**config.mk**
```make
export PLATFORM = sky130hd
export DESIGN_NAME = mac_tx_arbiter_flat
export DESIGN_NICKNAME = d
export VERILOG_FILES = /design/src/rtl/eth_bridge_pkg.sv /design/src/rtl/mac_tx_arbiter_if.sv /design/src/rtl/rr_arb2.sv /design/src/rtl/mac_tx_arbiter.sv /design/src/flat_wrapper.sv
export SDC_FILE = /design/constraint.sdc
export NUM_CORES = 1
export LEC_CHECK = 0
export CAP_MARGIN = 20
export CORE_MARGIN = 2
export CORE_UTILIZATION = 41
export CTS_CLUSTER_DIAMETER = 120
export DETAILED_ROUTE_END_ITERATION = 12
export PLACE_DENSITY = 0.62
export SETUP_SLACK_MARGIN = 0.5
export SYNTH_ARGS = -nofsm -noshare
export SYNTH_HDL_FRONTEND = slang
export SYNTH_SLANG_ARGS = --single-unit
```
**constraint.sdc**
```tcl
create_clock -name tx_mac_clk -period 6.35 [get_ports tx_mac_clk]
set_input_delay 0.635 -clock tx_mac_clk [delete_from_list [all_inputs] [get_ports tx_mac_clk]]
set_output_delay 0.635 -clock tx_mac_clk [all_outputs]
set_load 0.1 [all_outputs]
```
**src/rtl/eth_bridge_pkg.sv**
```systemverilog
// Shared constants and FSM encoding for the bridge TX path.
// Used by mac_tx_arbiter and its interface.
package eth_bridge_pkg;
   localparam int ETH_MAX_FRAME = 1518;
   localparam int ETH_IFG_BYTES = 12;
   localparam int BYTE_W        = 8;

   localparam logic [1:0] ST_IDLE  = 2'd0;
   localparam logic [1:0] ST_XFER  = 2'd1;
   localparam logic [1:0] ST_DRAIN = 2'd2;
   localparam logic [1:0] ST_GAP   = 2'd3;
endpackage

```
**src/rtl/mac_tx_arbiter_if.sv**
```systemverilog
// Byte-stream bundle: two requester ports plus the MAC TX side.
interface mac_tx_arbiter_if;
   import eth_bridge_pkg::*;

   logic [BYTE_W-1:0] req0_data;
   logic              req0_valid;
   logic              req0_last;
   logic              req0_ready;
   logic [BYTE_W-1:0] req1_data;
   logic              req1_valid;
   logic              req1_last;
   logic              req1_ready;
   logic [BYTE_W-1:0] tx_mac_data;
   logic              tx_mac_valid;
   logic              tx_mac_last;
   logic              tx_mac_err;
   logic              tx_mac_ready;
   logic [1:0]        grant;
   logic              busy;

   modport master (
      output req0_data, req0_valid, req0_last,
      input  req0_ready,
      output req1_data, req1_valid, req1_last,
      input  req1_ready,
      input  tx_mac_data, tx_mac_valid, tx_mac_last, tx_mac_err,
      output tx_mac_ready,
      input  grant, busy
   );

   modport slave (
      input  req0_data, req0_valid, req0_last,
      output req0_ready,
      input  req1_data, req1_valid, req1_last,
      output req1_ready,
      output tx_mac_data, tx_mac_valid, tx_mac_last, tx_mac_err,
      input  tx_mac_ready,
      output grant, busy
   );
endinterface

```
**src/rtl/rr_arb2.sv**
```systemverilog
// Two-way round-robin picker; ptr_q names the preferred requester.
module rr_arb2 (
   input  logic       clk,
   input  logic       rst_n,
   input  logic [1:0] req_i,
   input  logic       upd_i,
   output logic [1:0] gnt_o
);
   logic ptr_q, ptr_d;

   always_comb begin
      gnt_o = 2'b00;
      if (ptr_q) begin
         if (req_i[1])      gnt_o = 2'b10;
         else if (req_i[0]) gnt_o = 2'b01;
      end else begin
         if (req_i[0])      gnt_o = 2'b01;
         else if (req_i[1]) gnt_o = 2'b10;
      end
   end

   // After serving requester 0, prefer requester 1 next, and vice versa.
   assign ptr_d = (upd_i && gnt_o != 2'b00) ? gnt_o[0] : ptr_q;

   always_ff @(posedge clk or negedge rst_n) begin
      if (!rst_n) ptr_q <= 1'b0;
      else        ptr_q <= ptr_d;
   end
endmodule

```
**src/rtl/mac_tx_arbiter.sv**
```systemverilog
// Frame-level round-robin arbiter onto the MAC TX byte stream.
// Define MAC_TX_ARB_STATS_EN to add frame/truncation counters.
module mac_tx_arbiter
   import eth_bridge_pkg::*;
#(
   parameter int MAX_LEN    = ETH_MAX_FRAME,
   parameter int IFG_CYCLES = ETH_IFG_BYTES
) (
   input logic             tx_mac_clk,
   input logic             reset,
   mac_tx_arbiter_if.slave bus
`ifdef MAC_TX_ARB_STATS_EN
   ,
   output logic [15:0]     frm_cnt0,
   output logic [15:0]     frm_cnt1,
   output logic [15:0]     trunc_cnt
`endif
);
   localparam logic [10:0] LEN_LIM = 11'(MAX_LEN - 1);
   localparam logic [15:0] GAP_LD  = 16'(IFG_CYCLES);

   logic [1:0]        state_q, state_d;
   logic [1:0]        grant_q, grant_d;
   logic [10:0]       len_q, len_d;
   logic [15:0]       gap_q, gap_d;
   logic [1:0]        pick;
   logic              upd;
   logic [BYTE_W-1:0] sel_data;
   logic              sel_valid, sel_last;
   logic              in_xfer, in_drain;
   logic              xfer, trunc, done, rdy;

   rr_arb2 u_rr (
      .clk   (tx_mac_clk),
      .rst_n (reset),
      .req_i ({bus.req1_valid, bus.req0_valid}),
      .upd_i (upd),
      .gnt_o (pick)
   );

   assign sel_data  = grant_q[1] ? bus.req1_data  : bus.req0_data;
   assign sel_valid = grant_q[1] ? bus.req1_valid : bus.req0_valid;
   assign sel_last  = grant_q[1] ? bus.req1_last  : bus.req0_last;

   assign in_xfer  = (state_q == ST_XFER);
   assign in_drain = (state_q == ST_DRAIN);
   assign xfer     = in_xfer && sel_valid && bus.tx_mac_ready;
   assign trunc    = (len_q == LEN_LIM);
   assign done     = (xfer && sel_last) || (in_drain && sel_valid && sel_last);
   assign rdy      = in_xfer ? bus.tx_mac_ready : in_drain;

   assign bus.tx_mac_valid = in_xfer && sel_valid;
   assign bus.tx_mac_data  = in_xfer ? sel_data : '0;
   assign bus.tx_mac_last  = in_xfer && sel_valid && (sel_last || trunc);
   assign bus.tx_mac_err   = in_xfer && sel_valid && trunc && !sel_last;
   assign bus.req0_ready   = rdy && grant_q[0];
   assign bus.req1_ready   = rdy && grant_q[1];
   assign bus.grant        = grant_q;
   assign bus.busy         = (state_q != ST_IDLE);

   always_comb begin
      state_d = state_q;
      grant_d = grant_q;
      len_d   = len_q;
      gap_d   = gap_q;
      upd     = 1'b0;
      case (state_q)
         ST_IDLE: begin
            if (pick != 2'b00) begin
               state_d = ST_XFER;
               grant_d = pick;
               len_d   = '0;
               upd     = 1'b1;
            end
         end
         ST_XFER: begin
            if (xfer) begin
               len_d = len_q + 11'd1;
               if (!sel_last && trunc) state_d = ST_DRAIN;
            end
         end
         ST_GAP: begin
            if (gap_q <= 16'd1) begin
               state_d = ST_IDLE;
               grant_d = 2'b00;
            end else begin
               gap_d = gap_q - 16'd1;
            end
         end
         default: ;
      endcase
      // Frame end: a zero gap skips GAP entirely.
      if (done) begin
         if (IFG_CYCLES == 0) begin
            state_d = ST_IDLE;
            grant_d = 2'b00;
         end else begin
            state_d = ST_GAP;
            gap_d   = GAP_LD;
         end
      end
   end

   always_ff @(posedge tx_mac_clk or negedge reset) begin
      if (!reset) begin
         state_q <= ST_IDLE;
         grant_q <= 2'b00;
         len_q   <= '0;
         gap_q   <= '0;
      end else begin
         state_q <= state_d;
         grant_q <= grant_d;
         len_q   <= len_d;
         gap_q   <= gap_d;
      end
   end

`ifdef MAC_TX_ARB_STATS_EN
   logic [15:0] frm0_q, frm1_q, trc_q;
   logic        trunc_ev;

   assign trunc_ev = xfer && trunc && !sel_last;

   always_ff @(posedge tx_mac_clk or negedge reset) begin
      if (!reset) begin
         frm0_q <= '0;
         frm1_q <= '0;
         trc_q  <= '0;
      end else begin
         if (done && grant_q[0] && frm0_q != 16'hFFFF) frm0_q <= frm0_q + 16'd1;
         if (done && grant_q[1] && frm1_q != 16'hFFFF) frm1_q <= frm1_q + 16'd1;
         if (trunc_ev && trc_q != 16'hFFFF)            trc_q  <= trc_q + 16'd1;
      end
   end

   assign frm_cnt0  = frm0_q;
   assign frm_cnt1  = frm1_q;
   assign trunc_cnt = trc_q;
`endif
endmodule

```
**src/flat_wrapper.sv**
```systemverilog
// flat-port wrapper written by rule: the top's interface ports become plain ports
module mac_tx_arbiter_flat import eth_bridge_pkg::*;
#(
   parameter int MAX_LEN    = ETH_MAX_FRAME,
   parameter int IFG_CYCLES = ETH_IFG_BYTES
)
  (tx_mac_clk, reset, bus_req0_data, bus_req0_valid, bus_req0_last, bus_req0_ready, bus_req1_data, bus_req1_valid, bus_req1_last, bus_req1_ready, bus_tx_mac_data, bus_tx_mac_valid, bus_tx_mac_last, bus_tx_mac_err, bus_tx_mac_ready, bus_grant, bus_busy);
  mac_tx_arbiter_if bus_i ();
  input logic tx_mac_clk;
  input logic reset;
  input wire logic [$bits(bus_i.req0_data)-1:0] bus_req0_data;
  input wire logic [$bits(bus_i.req0_valid)-1:0] bus_req0_valid;
  input wire logic [$bits(bus_i.req0_last)-1:0] bus_req0_last;
  output wire logic [$bits(bus_i.req0_ready)-1:0] bus_req0_ready;
  input wire logic [$bits(bus_i.req1_data)-1:0] bus_req1_data;
  input wire logic [$bits(bus_i.req1_valid)-1:0] bus_req1_valid;
  input wire logic [$bits(bus_i.req1_last)-1:0] bus_req1_last;
  output wire logic [$bits(bus_i.req1_ready)-1:0] bus_req1_ready;
  output wire logic [$bits(bus_i.tx_mac_data)-1:0] bus_tx_mac_data;
  output wire logic [$bits(bus_i.tx_mac_valid)-1:0] bus_tx_mac_valid;
  output wire logic [$bits(bus_i.tx_mac_last)-1:0] bus_tx_mac_last;
  output wire logic [$bits(bus_i.tx_mac_err)-1:0] bus_tx_mac_err;
  input wire logic [$bits(bus_i.tx_mac_ready)-1:0] bus_tx_mac_ready;
  output wire logic [$bits(bus_i.grant)-1:0] bus_grant;
  output wire logic [$bits(bus_i.busy)-1:0] bus_busy;
  assign bus_i.req0_data = bus_req0_data;
  assign bus_i.req0_valid = bus_req0_valid;
  assign bus_i.req0_last = bus_req0_last;
  assign bus_req0_ready = bus_i.req0_ready;
  assign bus_i.req1_data = bus_req1_data;
  assign bus_i.req1_valid = bus_req1_valid;
  assign bus_i.req1_last = bus_req1_last;
  assign bus_req1_ready = bus_i.req1_ready;
  assign bus_tx_mac_data = bus_i.tx_mac_data;
  assign bus_tx_mac_valid = bus_i.tx_mac_valid;
  assign bus_tx_mac_last = bus_i.tx_mac_last;
  assign bus_tx_mac_err = bus_i.tx_mac_err;
  assign bus_i.tx_mac_ready = bus_tx_mac_ready;
  assign bus_grant = bus_i.grant;
  assign bus_busy = bus_i.busy;
  mac_tx_arbiter #(.MAX_LEN(MAX_LEN), .IFG_CYCLES(IFG_CYCLES)) u_core (.tx_mac_clk(tx_mac_clk), .reset(reset), .bus(bus_i));
endmodule
```
==> flow_summary.toml, run 1 <==
[timing]
rsz0062_at_grt = "false"
slew_headroom_pct = 33.7
maxClockFrequency_ghz = 0.283
finalSetupViolCount = 0
min_period_over_period_pct = 55.7
hold_viol = 0
fin_skew_ns = 0.0115
fin_tns_setup_ns = 0
hold_ws_ns = 0.517
worst_slew_pin_slew_ns = 0.991
layout_min_cycle_time_ns = 3.54
drv_slew = 0
setup_slack_ns = 2.81

[floorplanning]
die-area_mm2 = 0.00543
core_mm2 = 0.00469
die_width_um = 73.7
die_h_um = 73.7
core.rowCount = 25
ios = 39
start_util_pct = 42.4

[grt]
grtUsageMet1_pct = 23.0
use_met3_pct = 3.84
grt-ovfl-total = 0
grt_max_degree = 33
busiest_layer = "met2"
grt_pass1_vias = 1705
track_usage_pct = 17.6
grt_pass1_wl_um = 7460
antenna_found_initial = 0
met2_usage_pct = 29.2

[synthesis]
syn_inst = 223
async_reset_ff_share_pct = 100
synth_cell_types = 46
yosysWarningCount = 0
yosysSeqAreaShare_pct = 40.2
ys_ff_latch = 32
ys.flop_type = "dfrtp_1"
syn_avg_cell_area_um2 = 8.93
syn_area_mm2 = 0.00199
synth-edff-count = 0
synth_nets = 254

[critical_path]
crit_top_cell = "clkdlybuf4s50_1"
crit_fanout = 7
cp-start-kind = "primary input"
critPathBufInv = 2
arrival_ns = 2.90
end_kind = "output port"
worstPathRequired_ns = 5.71
worstSetupPathType = "primary input to output port"
critPathMaxStageDelay_ns = 1.16
crit_path_cell_trace = "clkdlybuf4s50_1 > mux2_2 > nand2_1 > a21oi_1 > clkdlybuf4s50_1"
slowest_stage = "clkdlybuf4s50_1"
cp_top_family = "buffers and inverters"

[route]
viasPerCell = 5.46
ant_nets = 0
remaining_drc_errors = 0
finalWirelength_um = 4330
route.vias.total = 1721
wl_per_cell_um = 13.8
firstDrtPassIters = 4
first_iter_violations = 107

[cts]
hold_buffers = 0
cts_tree = "yes"
clk_path_buf_depth = 2
postCtsSetupBuffers = 0
ctsRootBufferMaster = "clkbuf_8"
cts_buffers = 5
clkSinkCount = 32
clkTransAtPathRegs_ns = 0.06
clk_latency_ns = 0.28
post_cts_resized = 0
h-tree-depth = 2

[power_and_ir_drop]
power.leakage_nw = 1.05
irDropWorstVdd_v = 0.000349
cellPowerDensity_mw_per_mm2 = 535

[placed_design]
dp.final_hpwl_um = 3220
place_ws_ns = 2.84
place.port_buffers = 38
place_congestion = 0.753

[hold_path]
hold_path_class = "flip-flop to flip-flop"

[cells_and_area]
area_growth_pct = 25.2
drive_gt1_share_pct = 5.75
antenna_cells = 0
final_nets = 292

[run]
drv_cap = 0

[outcome]
status = "complete, no violations"
[metal layers]
metal | up-vias | wire length, um
li1 | 873 | -
met1 | 793 | 2020
met2 | 50 | 2050
met3 | 5 | 228
met4 | 0 | 39
met5 | - | 0
[power by group]
part           switching, mW  internal [mW]
Sequential             0.100          0.281
Clock                 0.0712         0.0744
Combinational          0.548          0.259
Total                  0.719          0.614
[cells in the mapped netlist, types with 2 or more instances]
cell type,n,area share (%)
a211oi_1,4,1.5
a21oi_1,15,3.8
a2bb2oi_1,2,0.88
a31oi_1,2,0.63
and2_1,2,0.63
and4_1,2,0.88
clkbuf_1,7,1.3
dfrtp_1,32,40
ha_1,8,5.0
inv_1,11,2.1
mux2i_1,10,5.0
nand2_1,12,2.3
nand3_1,4,1.0
nand4_1,5,1.6
nor2_1,32,6.0
nor2b_1,2,0.63
nor3_1,9,2.3
nor4_1,6,1.9
nor4bb_1,2,1.0
o21ai_0,11,2.8
or2_2,4,1.3
or3_1,5,1.6
or4_1,2,0.75
xnor2_1,10,4.4
xor2_1,3,1.3
[through the flow]
step	area, um^2	power, mW	instances	util, %
4_1_cts	2490	1.35	315	53.1
3_3_place_gp	2410	1.19	308	51.5
2_1_floorplan	1990	1.02	223	-
6_report	2490	1.33	315	53.1
5_1_grt	2490	1.43	315	53.1
3_5_place_dp	2410	1.20	308	51.5
[cell type report]
type	instances	area [um^2]
inverter	11	41.3
clock inverter	1	5.00
timing repair buffer	40	395
sequential	32	801
clock buffer	6	72.6
multi-input combinational	171	1110
tap	54	67.6
fill	458	2200
[cell usage in the layout (no fill, tap or decap), drive strengths merged, types with 2 or more instances in the layout]
cell type	netlist	layout
nand4	5	5
nand2	12	12
nor3	9	9
nor2	32	32
nor4	6	6
a31oi	2	2
clkdlybuf4s50	0	38
nor2b	2	2
dfrtp	32	32
xor2	3	3
inv	11	11
a2bb2oi	2	2
ha	8	8
buf	2	2
o21ai	12	12
nor4b	2	2
clkbuf	7	6
or2	5	5
nand3	4	4
and4	2	2
mux2i	10	10
a21oi	15	15
or4	3	3
xnor2	10	10
or3	5	5
and2	2	2
nor4bb	2	2
a211oi	4	4
[logic make-up (layout without fill, tap and decap cells)]
kind of cell	Yosys count	after routing	synth area share [%]
buf+inv	20	58	4.02
simple gates	94	94	25.4
fa+ha+maj	8	8	5.03
mux	11	11	5.59
xor+xnor	13	13	5.72
compound gates	45	45	14.0
flops	32	32	40.2
[state kept, by name, indices dropped and copies added, names as in the netlist]
signal             cells
u_core.gap_q          16
u_core.len_q          11
u_core.bus.grant       2
u_core.state_q         2
u_core.u_rr.ptr_q      1
[worst paths after layout]
| check | startpoint | end | slack, ns | cells after the start |
|---|---|---|---|---|
| max | bus_req0_valid | bus_tx_mac_last | 2.81 | 5 |
| min | u_core.u_rr.ptr_q | u_core.u_rr.ptr_q | 0.52 | 1 |
| max reg2reg | u_core.state_q[1] | u_core.gap_q[11] | 3.83 | 6 |
| min reg2reg | u_core.u_rr.ptr_q | u_core.u_rr.ptr_q | 0.52 | 1 |
| max in group asynchronous | reset | u_core.gap_q[0] | 5.28 | 2 |
| min in group asynchronous | reset | u_core.gap_q[8] | 0.75 | 2 |
Note: power is estimated with default switching activity, not from simulation.
==> inputs of run 2 (changes only) <==
- clock period: 6.35 -> 3.26 ns (I/O delays scaled with it)
==> run 2 against run 1 <==
Against the previous run: clock skew is 0.0066 ns lower; setup slack worse by 2.0 ns; power is 100% higher; sequential power is 96% higher; largest cell class unchanged; critical path type is now flip-flop to flip-flop; core utilization is 1.4 points higher; combinational power is 100% higher; largest power group unchanged; flip-flop and latch count stayed put; global-route usage is 1.0 points higher.
==> flow_summary.toml, run 2 (synthesized netlist as in run 1, its figures left out) <==
[outcome]
status = "complete, no violations"

[timing]
min_period_over_period_pct = 75.9
drv_slew = 0
finalSetupViolCount = 0
layout_min_cycle_time_ns = 2.47
hold_viol = 0
slew_headroom_pct = 35.9
worst_slew_pin_slew_ns = 0.958
maxClockFrequency_ghz = 0.404
fin_tns_setup_ns = 0
fin_skew_ns = 0.00486
rsz0062_at_grt = "false"

[route]
remaining_drc_errors = 0
firstDrtPassIters = 4
route.vias.total = 1774
ant_nets = 0
finalWirelength_um = 4570
first_iter_violations = 85
viasPerCell = 5.60
wl_per_cell_um = 14.4

[cts]
cts_tree = "yes"
post_cts_resized = 0
hold_buffers = 0
clk_path_buf_depth = 2
postCtsSetupBuffers = 0
h-tree-depth = 2
clkTransAtPathRegs_ns = 0.06
ctsRootBufferMaster = "clkbuf_8"
cts_buffers = 5
clkSinkCount = 32
clk_latency_ns = 0.28

[critical_path]
worstSetupPathType = "flip-flop to flip-flop"
rr_worst_depth = 6
crit_fanout = 9
reg2reg_to = "u_core.gap_q[11]"
worstPathRequired_ns = 3.47
arrival_ns = 2.68
cp-start-kind = "flip-flop"
end_kind = "flip-flop"
r2r_setup_slack_ns = 0.79
r2r-start = "u_core.state_q[0]"

[grt]
grt_max_degree = 33
grt_pass1_wl_um = 7880
antenna_found_initial = 0
track_usage_pct = 18.6
grt_pass1_vias = 1713
grt-ovfl-total = 0

[cells_and_area]
final_common_cell = "dfrtp_1"
antenna_cells = 0
mostFrequentLayoutCells = "32 x dfrtp_1, 23 x nor2_1, 23 x clkdlybuf4s50_1"
area_growth_pct = 28.6
final_area_mm2 = 0.00256
reg.largest.list = "u_core.gap_q: 16 flops, u_core.len_q: 11 flops"
largest_register_ffs = 16
utilization_pct = 54.6
largest_register = "u_core.gap_q"
drive_gt1_share_pct = 17.1
final_nets = 294

[floorplanning]
die_h_um = 73.7
core_mm2 = 0.00469
die_width_um = 73.7
die-area_mm2 = 0.00543
ios = 39
start_util_pct = 42.4
core.rowCount = 25

[placed_design]
place.port_buffers = 38
dp.final_hpwl_um = 3360
place_congestion = 0.789
place_area_mm2 = 0.00246

[power_and_ir_drop]
cellPowerDensity_mw_per_mm2 = 1060
power.leakage_nw = 1.09
irDropWorstVdd_v = 0.000688

[hold_path]
hold_path_class = "primary input to async pin"

[run]
drv_cap = 0
[run 2: cell count changes in the layout (fill, tap and decap cells not counted)]
cell and change:
nor2_2 +1, nor2b_2 +2, a21oi_2 +1, nor2b_1 -2, a21oi_1 -1, clkbuf_8 +2, clkbuf_1 -1, clkinv_2 -1
clkdlybuf4s50_1 -15, buf_4 +17, nor2_1 -9, nor2_4 +8
[run 2: where the power goes]
group / internal [mW] / switching [mW] / leakage, nW
logic: 0.526 / 1.12 / 0.632
clock network: 0.188 / 0.144 / 0.0503
registers: 0.547 / 0.198 / 0.411
[run 2: worst max-delay path by stage]
| stage | from | end | slack [ns] | cells past startpoint |
|---|---|---|---|---|
| floorplan | u_core.bus.grant[1] | bus_req1_ready | 0.43 | 3 |
| global placement | u_core.state_q[0] | u_core.gap_q[11] | 0.85 | 6 |
| detailed placement | u_core.state_q[0] | u_core.gap_q[11] | 0.80 | 6 |
| CTS | u_core.state_q[0] | u_core.gap_q[11] | 0.78 | 6 |
| global route | u_core.state_q[1] | u_core.gap_q[11] | 0.66 | 6 |
| finish | u_core.state_q[0] | u_core.gap_q[11] | 0.79 | 6 |
[run 2: area by class of cell]
class | count | area [um^2]
Timing Repair Buffer | 42 | 373
Multi-Input combinational cell | 171 | 1180
Sequential cell | 32 | 801
Fill cell | 445 | 2130
Tap cell | 54 | 67.6
Clock buffer | 7 | 96.3
Inverter | 11 | 41.3
[run 2: critical path, stage by stage (launching register included)]
cell	delay, ns
dfrtp_1	0.41
ha_1	0.31
or3b_1	0.42
or4_4	0.56
or2_1	0.25
or3_1	0.30
a21oi_1	0.15
[run 2: stage by stage]
step | hold WS, ns | setup WS, ns | cells | power [mW]
5_1_grt | 0.467 | 0.660 | 317 | 2.93
4_1_cts | 0.454 | 0.780 | 317 | 2.75
3_5_place_dp | 0.493 | 0.803 | 310 | 2.41
3_3_place_gp | 0.494 | 0.850 | 310 | 2.40
6_report | 0.439 | 0.786 | 317 | 2.73
2_1_floorplan | 0.0304 | 0.433 | 223 | 2.06
[run 2: routing by layer]
layer	global-route usage (%)	part of all wire, %
met1	24.0	45
met2	30.2	49
met3	4.94	4.0
met4	5.86	1.7
met5	0	0
==> inputs of run 3 (changes only) <==
- PLACE_DENSITY: 0.62 -> 0.64
- clock period: 3.26 -> 2.23 ns (I/O delays scaled with it)
==> run 3 against run 2 <==
Against the previous run: count of clock-buffer cells in the layout down 1; register-to-register slack worse by 0.74 ns; flip-flop and latch count unchanged; sequential share of layout area down 9.5 points; critical path depth unchanged; critical endpoint unchanged.
==> flow_summary.toml, run 3 (synthesized netlist as in run 1, its figures left out) <==
[cells_and_area]
fin_cells = 371
antenna_cells = 0
largest_register_ffs = 16
final_area_mm2 = 0.00372
largest_register = "u_core.gap_q"
final_nets = 347
utilization_pct = 79.3
final_common_cell = "buf_4"
drive_gt1_share_pct = 51.7
nFillCells = 276
area_growth_pct = 86.8
mostFrequentLayoutCells = "39 x buf_4, 28 x dfrtp_1, 22 x clkdlybuf4s50_1"
reg.largest.list = "u_core.gap_q: 16 flops, u_core.len_q: 11 flops"

[timing]
worst_slew_pin_slew_ns = 0.480
drv_slew = 0
fin_skew_ns = 0.00913
min_period_over_period_pct = 98.1
layout_min_cycle_time_ns = 2.19
rsz0062_at_grt = "true"
maxClockFrequency_ghz = 0.457
slew_headroom_pct = 67.7
hold_viol = 0
finalSetupViolCount = 0

[floorplanning]
core_mm2 = 0.00469
die_h_um = 73.7
core.rowCount = 25
start_util_pct = 42.4
ios = 39
die-area_mm2 = 0.00543
die_width_um = 73.7

[critical_path]
end_kind = "flip-flop"
arrival_ns = 2.41
worstSetupPathType = "flip-flop to flip-flop"
rr_worst_depth = 6
slowest_stage = "or4_4"
cp.depth = 6
critPathMaxStageDelay_ns = 0.45
cp-start-kind = "flip-flop"
cp_top_family = "simple AND/OR/NAND/NOR gates"
r2r_setup_slack_ns = 0.04
worstPathRequired_ns = 2.45
crit_path_cell_trace = "ha_2 > or3b_4 > or4_4 > or2_4 > or3_4 > a21oi_2"
crit_fanout = 4
critPathBufInv = 0

[grt]
grt_pass1_vias = 1889
grt-ovfl-total = 0
grt_pass1_wl_um = 8970
track_usage_pct = 21.6
grt_max_degree = 33
antenna_found_initial = 0

[placed_design]
dp.final_hpwl_um = 3560
place_congestion = 0.830
place_area_mm2 = 0.00281
dp_cells = 318
place.port_buffers = 38

[route]
firstDrtPassIters = 4
first_iter_violations = 163
wl_per_cell_um = 18.2
route.vias.total = 2099
viasPerCell = 5.66
remaining_drc_errors = 0
finalWirelength_um = 6750
ant_nets = 0

[cts]
clk_latency_ns = 0.29
hold_buffers = 0
cts_buffers = 5
cts_tree = "yes"
clkTransAtPathRegs_ns = 0.08
clkSinkCount = 32
clk_path_buf_depth = 2
h-tree-depth = 2
ctsRootBufferMaster = "clkbuf_8"

[hold_path]
hold_path_class = "primary input to async pin"

[power_and_ir_drop]
power.leakage_nw = 1.51
cellPowerDensity_mw_per_mm2 = 1640
irDropWorstVdd_v = 0.00111

[run]
drv_cap = 0

[outcome]
status = "complete, no violations"
run 3: layer usage:
layer  track usage (%)  up-vias  part of all wire, %
met2              34.9       62                   52
met3              4.66       10                  4.7
met5                 0        -                    0
met1              28.9     1043                   42
met4              6.26        0                  1.5
li1                  -      984                    -
run 3: per-stage QoR:
stage / hold WS [ns] / worst slack [ns] / TNS (ns) / power (mW)
after floorplan: -0.0726 / 0.0763 / 0 / 3.29
after global placement: 0.501 / 0.133 / 0 / 4.05
after detailed placement: 0.500 / 0.0603 / 0 / 4.06
after CTS: 0.365 / 0.127 / 0 / 5.17
after global routing: 0.389 / -0.0330 / -0.0501 / 6.36
final: 0.341 / 0.0416 / 0 / 6.10
run 3: final cells by class:
cell class	instances	area, um^2	share of cell area (%)
tap	54	67.6	1.82
sequential	32	808	21.7
clock inverter	2	35.0	0.942
inverter	11	56.3	1.51
clock buffer	6	72.6	1.95
multi-input combinational	171	1660	44.6
timing repair buffer	95	1020	27.5
run 3: worst paths after layout:
| path | to | start |
|---|---|---|
| min | u_core.gap_q[6] | reset |
| max | u_core.gap_q[11] | u_core.state_q[0] |
| min in group tx_mac_clk | u_core.u_rr.ptr_q | u_core.u_rr.ptr_q |
| max in group asynchronous | u_core.bus.grant[1] | reset |
| max reg2reg | u_core.gap_q[11] | u_core.state_q[0] |
| min reg2reg | u_core.u_rr.ptr_q | u_core.u_rr.ptr_q |
run 3: power breakdown:
group          internal (mW)  switching, mW  total, mW
clock                  0.332          0.242      0.574
sequential             0.809          0.278       1.09
combinational           1.94           2.50       4.44
run 3: what timing repair did:
| item | 4_1_cts | 5_1_grt |
|---|---|---|
| gates cloned | 0 | 1 |
| pin swaps | 17 | 31 |
| buffers inserted | 23 | 21 |
| gates resized for setup | 36 | 64 |
| endpoints found under the setup margin | 42 | 45 |
